File: src/rtl/therm_level_filter.sv
// Thermometer bubble-correct/decode, stability-filtered level commit with
// valid/ready handoff and decaying peak-hold. THERM_LEVEL_GRAY_OUT_EN: Gray-coded level/peak ports.
module therm_level_filter #(
    parameter int unsigned STABLE_CYCLES = 4,
    parameter int unsigned PEAK_DECAY    = 16
) (
    input  logic       clk,
    input  logic       rst_n,
    input  logic [6:0] therm_in,
    input  logic       in_valid,
    output logic [2:0] level,
    output logic       level_valid,
    input  logic       level_ready,
    output logic       overrun,
    output logic       bubble_err,
    output logic [2:0] peak
);

    localparam logic [3:0] STAB_MAX  = 4'(STABLE_CYCLES);
    localparam logic [7:0] DECAY_TOP = 8'(PEAK_DECAY - 1);

    logic [6:0] t_q;
    logic       v1;
    logic [2:0] candidate, lvl, pk;
    logic [3:0] stab_cnt;
    logic [7:0] decay_cnt;

    logic [8:0] t_ext;
    logic [6:0] corr;
    logic [2:0] dec;
    logic       legal;

    logic [2:0] cand_nxt, lvl_nxt, pk_nxt;
    logic [3:0] stab_nxt;
    logic [7:0] dcnt_nxt;
    logic       commit, vld_nxt, ovr_nxt;

    // Out-of-range neighbours: below bit0 reads as 1, above bit6 as 0.
    assign t_ext = {1'b0, t_q, 1'b1};

    always_comb begin
        corr = '0;
        dec  = '0;
        for (int i = 0; i < 7; i++) begin
            corr[i] = (t_ext[i] & t_ext[i+1]) | (t_ext[i] & t_ext[i+2]) | (t_ext[i+1] & t_ext[i+2]);
            dec     = dec + 3'(corr[i]);
        end
    end

    // Legal code 0..01..1 means t+1 is a power of two, so t & (t+1) == 0.
    assign legal = (({1'b0, t_q} & ({1'b0, t_q} + 8'd1)) == 8'd0);

    always_comb begin
        cand_nxt = candidate;
        stab_nxt = stab_cnt;
        if (v1) begin
            if (dec != candidate) begin
                cand_nxt = dec;
                stab_nxt = 4'd1;
            end else if (stab_cnt < STAB_MAX) begin
                stab_nxt = stab_cnt + 4'd1;
            end
        end
        commit  = v1 && (stab_nxt == STAB_MAX) && (cand_nxt != lvl);
        lvl_nxt = commit ? cand_nxt : lvl;
        ovr_nxt = commit && level_valid && !level_ready;
        vld_nxt = level_valid;
        if (commit)           vld_nxt = 1'b1;
        else if (level_ready) vld_nxt = 1'b0;
    end

    // Decay is measured against the post-edge level so peak never dips below it.
    always_comb begin
        pk_nxt   = pk;
        dcnt_nxt = decay_cnt;
        if (commit && (cand_nxt > pk)) begin
            pk_nxt   = cand_nxt;
            dcnt_nxt = '0;
        end else if (pk > lvl_nxt) begin
            if (decay_cnt >= DECAY_TOP) begin
                pk_nxt   = pk - 3'd1;
                dcnt_nxt = '0;
            end else begin
                dcnt_nxt = decay_cnt + 8'd1;
            end
        end else begin
            dcnt_nxt = '0;
        end
    end

    always_ff @(posedge clk or negedge rst_n) begin
        if (!rst_n) begin
            t_q         <= '0;
            v1          <= 1'b0;
            candidate   <= '0;
            stab_cnt    <= '0;
            lvl         <= '0;
            level_valid <= 1'b0;
            overrun     <= 1'b0;
            bubble_err  <= 1'b0;
            pk          <= '0;
            decay_cnt   <= '0;
        end else begin
            v1          <= in_valid;
            if (in_valid) t_q <= therm_in;
            candidate   <= cand_nxt;
            stab_cnt    <= stab_nxt;
            lvl         <= lvl_nxt;
            level_valid <= vld_nxt;
            overrun     <= ovr_nxt;
            bubble_err  <= v1 && !legal;
            pk          <= pk_nxt;
            decay_cnt   <= dcnt_nxt;
        end
    end

`ifdef THERM_LEVEL_GRAY_OUT_EN
    assign level = lvl ^ (lvl >> 1);
    assign peak  = pk ^ (pk >> 1);
`else
    assign level = lvl;
    assign peak  = pk;
`endif

endmodule
File: config.mk
export PLATFORM = sky130hd
export DESIGN_NAME = therm_level_filter
export DESIGN_NICKNAME = d
export VERILOG_FILES = /design/src/rtl/therm_level_filter.sv
export SDC_FILE = /design/constraint.sdc
export NUM_CORES = 1
export LEC_CHECK = 0
export ABC_AREA = 1
export CAP_MARGIN = 10
export CORE_ASPECT_RATIO = 1.1
export CORE_MARGIN = 3
export CORE_UTILIZATION = 45
export DETAILED_ROUTE_END_ITERATION = 8
export PLACE_DENSITY = 0.63
export REMOVE_ABC_BUFFERS = 1
export SLEW_MARGIN = 40
export SYNTH_ARGS = -nofsm -noshare
export SYNTH_HDL_FRONTEND = slang
export SYNTH_SLANG_ARGS = --single-unit
File: constraint.sdc
create_clock -name clk -period 6 [get_ports clk]
set_input_delay 1.5 -clock clk [delete_from_list [all_inputs] [get_ports clk]]
set_output_delay 1.5 -clock clk [all_outputs]
set_load 0.005 [all_outputs]
======== Word level (Yosys, flattened, before mapping) ========
Cells that the tools add are included.
word-level totals
  register bits ........................... 32
  latch bits .............................. 0
  memory bits (writable) .................. 0
  ROM bits ................................ 0
  input port bits ......................... 11
  logic and storage cells ................. 78
  memories kept ........................... 0
cells by class
  add/sub/neg operators ................... 10
  $mul .................................... 0
  div/mod/pow operators ................... 0
  magnitude comparators ................... 4
  eq/ne operators ......................... 3
  shift operators ......................... 0
  multiplexer cells ....................... 14
  bitwise logic cells ..................... 24
  reduce and logical (&&, ||, !) cells .... 13
operators with widths
  kind                                                               count
  two-way mux 8 bit                                                  3
  two-way mux 3 bit                                                  6
  adder 3 x 1 -> 3 bit                                               4
  two-way mux 4 bit                                                  3
  bitwise OR 1 bit                                                   12
  bitwise AND 1 bit                                                  11
  adder 7 x 1 -> 8 bit, second input constant                        1
  adder 8 x 1 -> 8 bit, second input constant                        1
  bitwise AND 7 x 8 -> 8 bit                                         1
  greater-or-equal comparator 8 x 4 -> 1 bit, second input constant  1
  zero test 8 bit                                                    1
  > comparator 3 bit                                                 2
  logical AND 1 bit                                                  6
  != test 3 bit                                                      2
  nonzero test 2 bit                                                 3
  adder 4 x 1 -> 4 bit, second input constant                        1
  == test 4 x 3 -> 1 bit, second input constant                      1
  < comparator 4 x 3 -> 1 bit, second input constant                 1
  adder 2 x 1 -> 3 bit                                               1
  subtractor 3 x 1 -> 3 bit, second input constant                   1
  adder 1 x 1 -> 2 bit                                               1
  zero test 1 bit                                                    2
  two-way mux 1 bit                                                  2
  AND reduction 2 bit                                                1

======== Logic depth before layout (Yosys ltp) ========
  depth after elaboration ................. 19
  gate-level depth with buffers ........... 26

======== Worst setup path before layout ========
OpenSTA, ideal clock, no wires.
  kind .................................... register to register
  start point ............................. register t_q[1]
  end point ............................... register pk[1] (netlist: peak[1])
  arrival time ............................ 4.481 ns
  data required time ...................... 5.935 ns
  setup slack ............................. 1.454 ns
  cell stages (with the launch flop) ...... 25
  path buffers ............................ 1
  clock period less this slack ............ 4.546 ns
  cells stage by stage .................... dfrtp_1 > nor2_1 > o21a_1 > fa_1 > fa_1 > fa_1 > fa_1 > nand2_1 > nand2_1 > nand3_1 > nand2_1 > nand2_2 > nor2_4 > buf_6 > nand2_1 > o21ai_2 > inv_1 > ha_1 > nand2_1 > o21ai_1 > nand3_1 > or2_2 > nand2_1 > nand2_1 > nand2_1
between the ends
  word-level cells in the longest chain between the ends .. 19
ends and longest elaborated chain
  what                                   RTL line  RTL
  from (decl)                            22        logic [6:0] t_q;
  from (signal assigned)                 105       if (in_valid) t_q <= therm_in;
  bitwise AND 1 bit                      45        corr[i] = (t_ext[i] & t_ext[i+1]) | (t_ext[i] & t_ext[i+2]) | (t_ext[i+1] & t_ext[i+2]);
  bitwise OR 1 bit (2 in a row)          45
  adder 1 x 1 -> 2 bit                   46        dec = dec + 3'(corr[i]);
  adder 2 x 1 -> 3 bit (*)               46
  adder 3 x 1 -> 3 bit (*) (4 in a row)  46
  != test 3 bit                          57        if (dec != candidate) begin
  two-way mux 4 bit                      57
  two-way mux 4 bit                      56        if (v1) begin
  == test 4 x 3 -> 1 bit                 64        commit = v1 && (stab_nxt == STAB_MAX) && (cand_nxt != lvl);
  logical AND 1 bit (2 in a row)         64
  two-way mux 3 bit (*)                  65        lvl_nxt = commit ? cand_nxt : lvl;
  named net lvl_nxt[2]                   33        logic [2:0] cand_nxt, lvl_nxt, pk_nxt;
  > comparator 3 bit (*)                 79        end else if (pk > lvl_nxt) begin
  nonzero test 2 bit (no line) (*)       --
  AND reduction 2 bit (no line) (*)      --
  to (signal assigned)                   112       pk <= pk_nxt;
  to (decl)                              24        logic [2:0] candidate, lvl, pk;
Mark *: on every way through the listed nets, which the timed path passes. The rest lies on a longest branch.
A chain may end at the register's enable or synchronous reset.

======== Final worst setup path ========
Ends and elaborated chain as after synthesis.

==> metrics <==
startpoint types flop; critical-path maximum fanout 11; Yosys reg bits 32; outcome complete, no violations; Hold Vio Cnt, Final 0; dpl hpwl 2500 um; fraction of layout cells with a size suffix above 1 16.1%; Via density 4.71; routed wire length on met2 1670 um; commonest non-fill, non-tap cell in the layout nand2_1; Post-route DRC 0; Lkg Pwr 1.07 nW; hold_sp decay_cnt[0]$_DFF_PN0_; initial antenna violation count 0; Worst-Skew Late Latency 0.28 ns; clk_skew 0.00323 ns; drt pass-1 iters 4; first-pass GRT wire length 5920 um; WHS 0.461 ns; register area share after synthesis 44.0%; RSZ-0062 raised after global routing false; Max Cap Viol 0; # diodes 0; Worst Setup Path Type flop to flop; Max Fclk 201 MHz; Avg Inst Size Synth 9.02 um^2; clock-pin slew on the worst setup and hold paths 0.07 ns; Die W 66.7 um; hold buffers post-CTS 0; Util after Layout 57.8%; core area 3770 um^2; Setup violations, final 0; count of different cell masters after synthesis 32; DRT iter0 DRCs 66; Least-Margin Pin Slew 0.514 ns; met3 wire length 93 um; ranking of synthesized cells by area dfrtp_1, nand2_1, inv_1, ha_1, fa_1; post-synth top area share 44.0%; routability congestion estimate 0.801; clk root buf clkbuf_8; I/O pins 20; Worst Hold Class flop to flop; Final Cell Area 2180 um^2; CP arrival 5.19 ns; via count 1,320; CTS Buffer Depth 2; Post-Syn Area 1820 um^2; Req. time, crit path 6.22 ns; grt ovf 0; EDFF count, synth 0; Nets 253; total wire length 3280 um; Vert. Die Dim 72.7 um; fin cells 280; register area 801 um^2; CTS resizes 0; synthesis-to-finish area growth 19.6%; ys flop type dfrtp_1; cell taking the most area after synthesis dfrtp_1; Yosys warnings 0; # placed instances 272; port bufs 19; Placed Instance Area 2070 um^2; total CTS buffers 5; H-tree lvl count 2; met1 wire length 1470 um; CTS tree yes; multi-input logic area 878 um^2; Tmin final 4.97 ns; largest net degree at the start of global routing 33; Post-CTS Setup Repair Bufs 0; fill count 337; Async S/R FF share, synth 100%; Sink Count 32; Synth Instances 202; Initial Utilization 48.3%; R2R Path Start t_q[1]$_DFFE_PN0P_; Top Layer Used met4; Slew Limit Fails 0; Global Route Usage Sum 16.3%; CP Capture Type flop; full die area 4850 um^2; setup TNS 0 ns; post-route ant nets 0; period utilization 82.9%; number of global-route vias before repair 1,384; most frequent cells in the layout nand2_1, inv_1, dfrtp_1, clkdlybuf4s50_1, o21ai_0; wire per inst 11.7 um; CP startpoint t_q[1]$_DFFE_PN0P_; VDD IR-drop max 0.289 mV; Power Dens Cells 445 nW/um^2; row count 23; Slew HR 65.8%
[logic make-up (layout without fill, tap and decap cells)]
kind of cell	count (synthesis)	count (layout)	synth area share, %
simple gates	88	88	24.0
buf+inv	37	62	8.45
flops	32	32	44.0
compound gates	23	23	8.10
fa+ha+maj	13	13	10.6
xor+xnor	5	5	2.82
mux	3	3	1.85
other cells	1	4	0.206
[through the flow]
step                total power [mW]  setup slack, ns
floorplan                      0.636             1.44
global placement               0.748             1.21
detailed placement             0.769             1.03
CTS                            0.980             1.01
global route                    1.07            0.595
finish                         0.969             1.03
[critical path: stages, from the launching register on]
cell and delay (ns):
dfrtp_1 0.41, nor2_1 0.21, o21a_1 0.17, fa_1 0.44, fa_1 0.51, fa_1 0.46, fa_1 0.56, nand2_1 0.09
nand2_1 0.07, nand3_1 0.07, nand2_1 0.11, nand2_2 0.09, nor2_4 0.26, nand2_1 0.11, o21ai_2 0.09, inv_1 0.06
ha_1 0.30, nand2_1 0.06, o21ai_1 0.19, nand3_1 0.19, or2_2 0.31, nand2_1 0.06, nand2_1 0.04, nand2_1 0.05
[final cells by class]
cell class	count	area share [%]
Clock inverter	3	1.95
Tap cell	50	2.87
Inverter	34	5.86
Clock buffer	5	3.16
Multi-Input combinational cell	136	40.3
Sequential cell	32	36.8
Timing Repair Buffer	20	9.08
[synthesized netlist by cell type (3+ instances only)]
cell type,instances
nand3_1,9
nand4_1,4
fa_1,4
nor2_2,4
dfrtp_1,32
o21ai_0,13
mux2_2,3
nand3_2,3
xor2_1,3
nand2_1,47
nand2_2,5
nor2_1,9
ha_1,9
o21ai_2,4
inv_1,32
[flip-flops by register name (all words and copies together) (netlist names)]
register	count
overrun	1
v1	1
level_valid	1
peak	3
decay_cnt	8
t_q	7
level	3
candidate	3
stab_cnt	4
bubble_err	1
[layer usage]
layer / vias up / global-route usage, %
met5: - / 0
met4: 0 / 7.22
met3: 5 / 3.70
met2: 16 / 28.1
met1: 618 / 19.3
li1: 681 / -
[worst paths after layout]
path | slack, ns | depth (start not counted) | to
setup / recovery | 1.03 | 23 | peak[1]$_DFFE_PN0P_
hold / removal | 0.46 | 1 | decay_cnt[0]$_DFF_PN0_
setup reg to reg | 1.03 | 23 | peak[1]$_DFFE_PN0P_
hold reg to reg | 0.46 | 1 | decay_cnt[0]$_DFF_PN0_
max in group asynchronous | 4.09 | 2 | level[0]$_DFF_PN0_
min in group asynchronous | 1.62 | 2 | t_q[3]$_DFFE_PN0P_
[report_power, final]
part | switching, mW | leakage, nW | internal (mW) | total, mW
Clock | 0.0836 | 0.0541 | 0.123 | 0.206
Sequential | 0.0453 | 0.397 | 0.262 | 0.307
Combinational | 0.259 | 0.618 | 0.197 | 0.456
Total | 0.388 | 1.07 | 0.581 | 0.969
(Power assumes the default switching activity.)
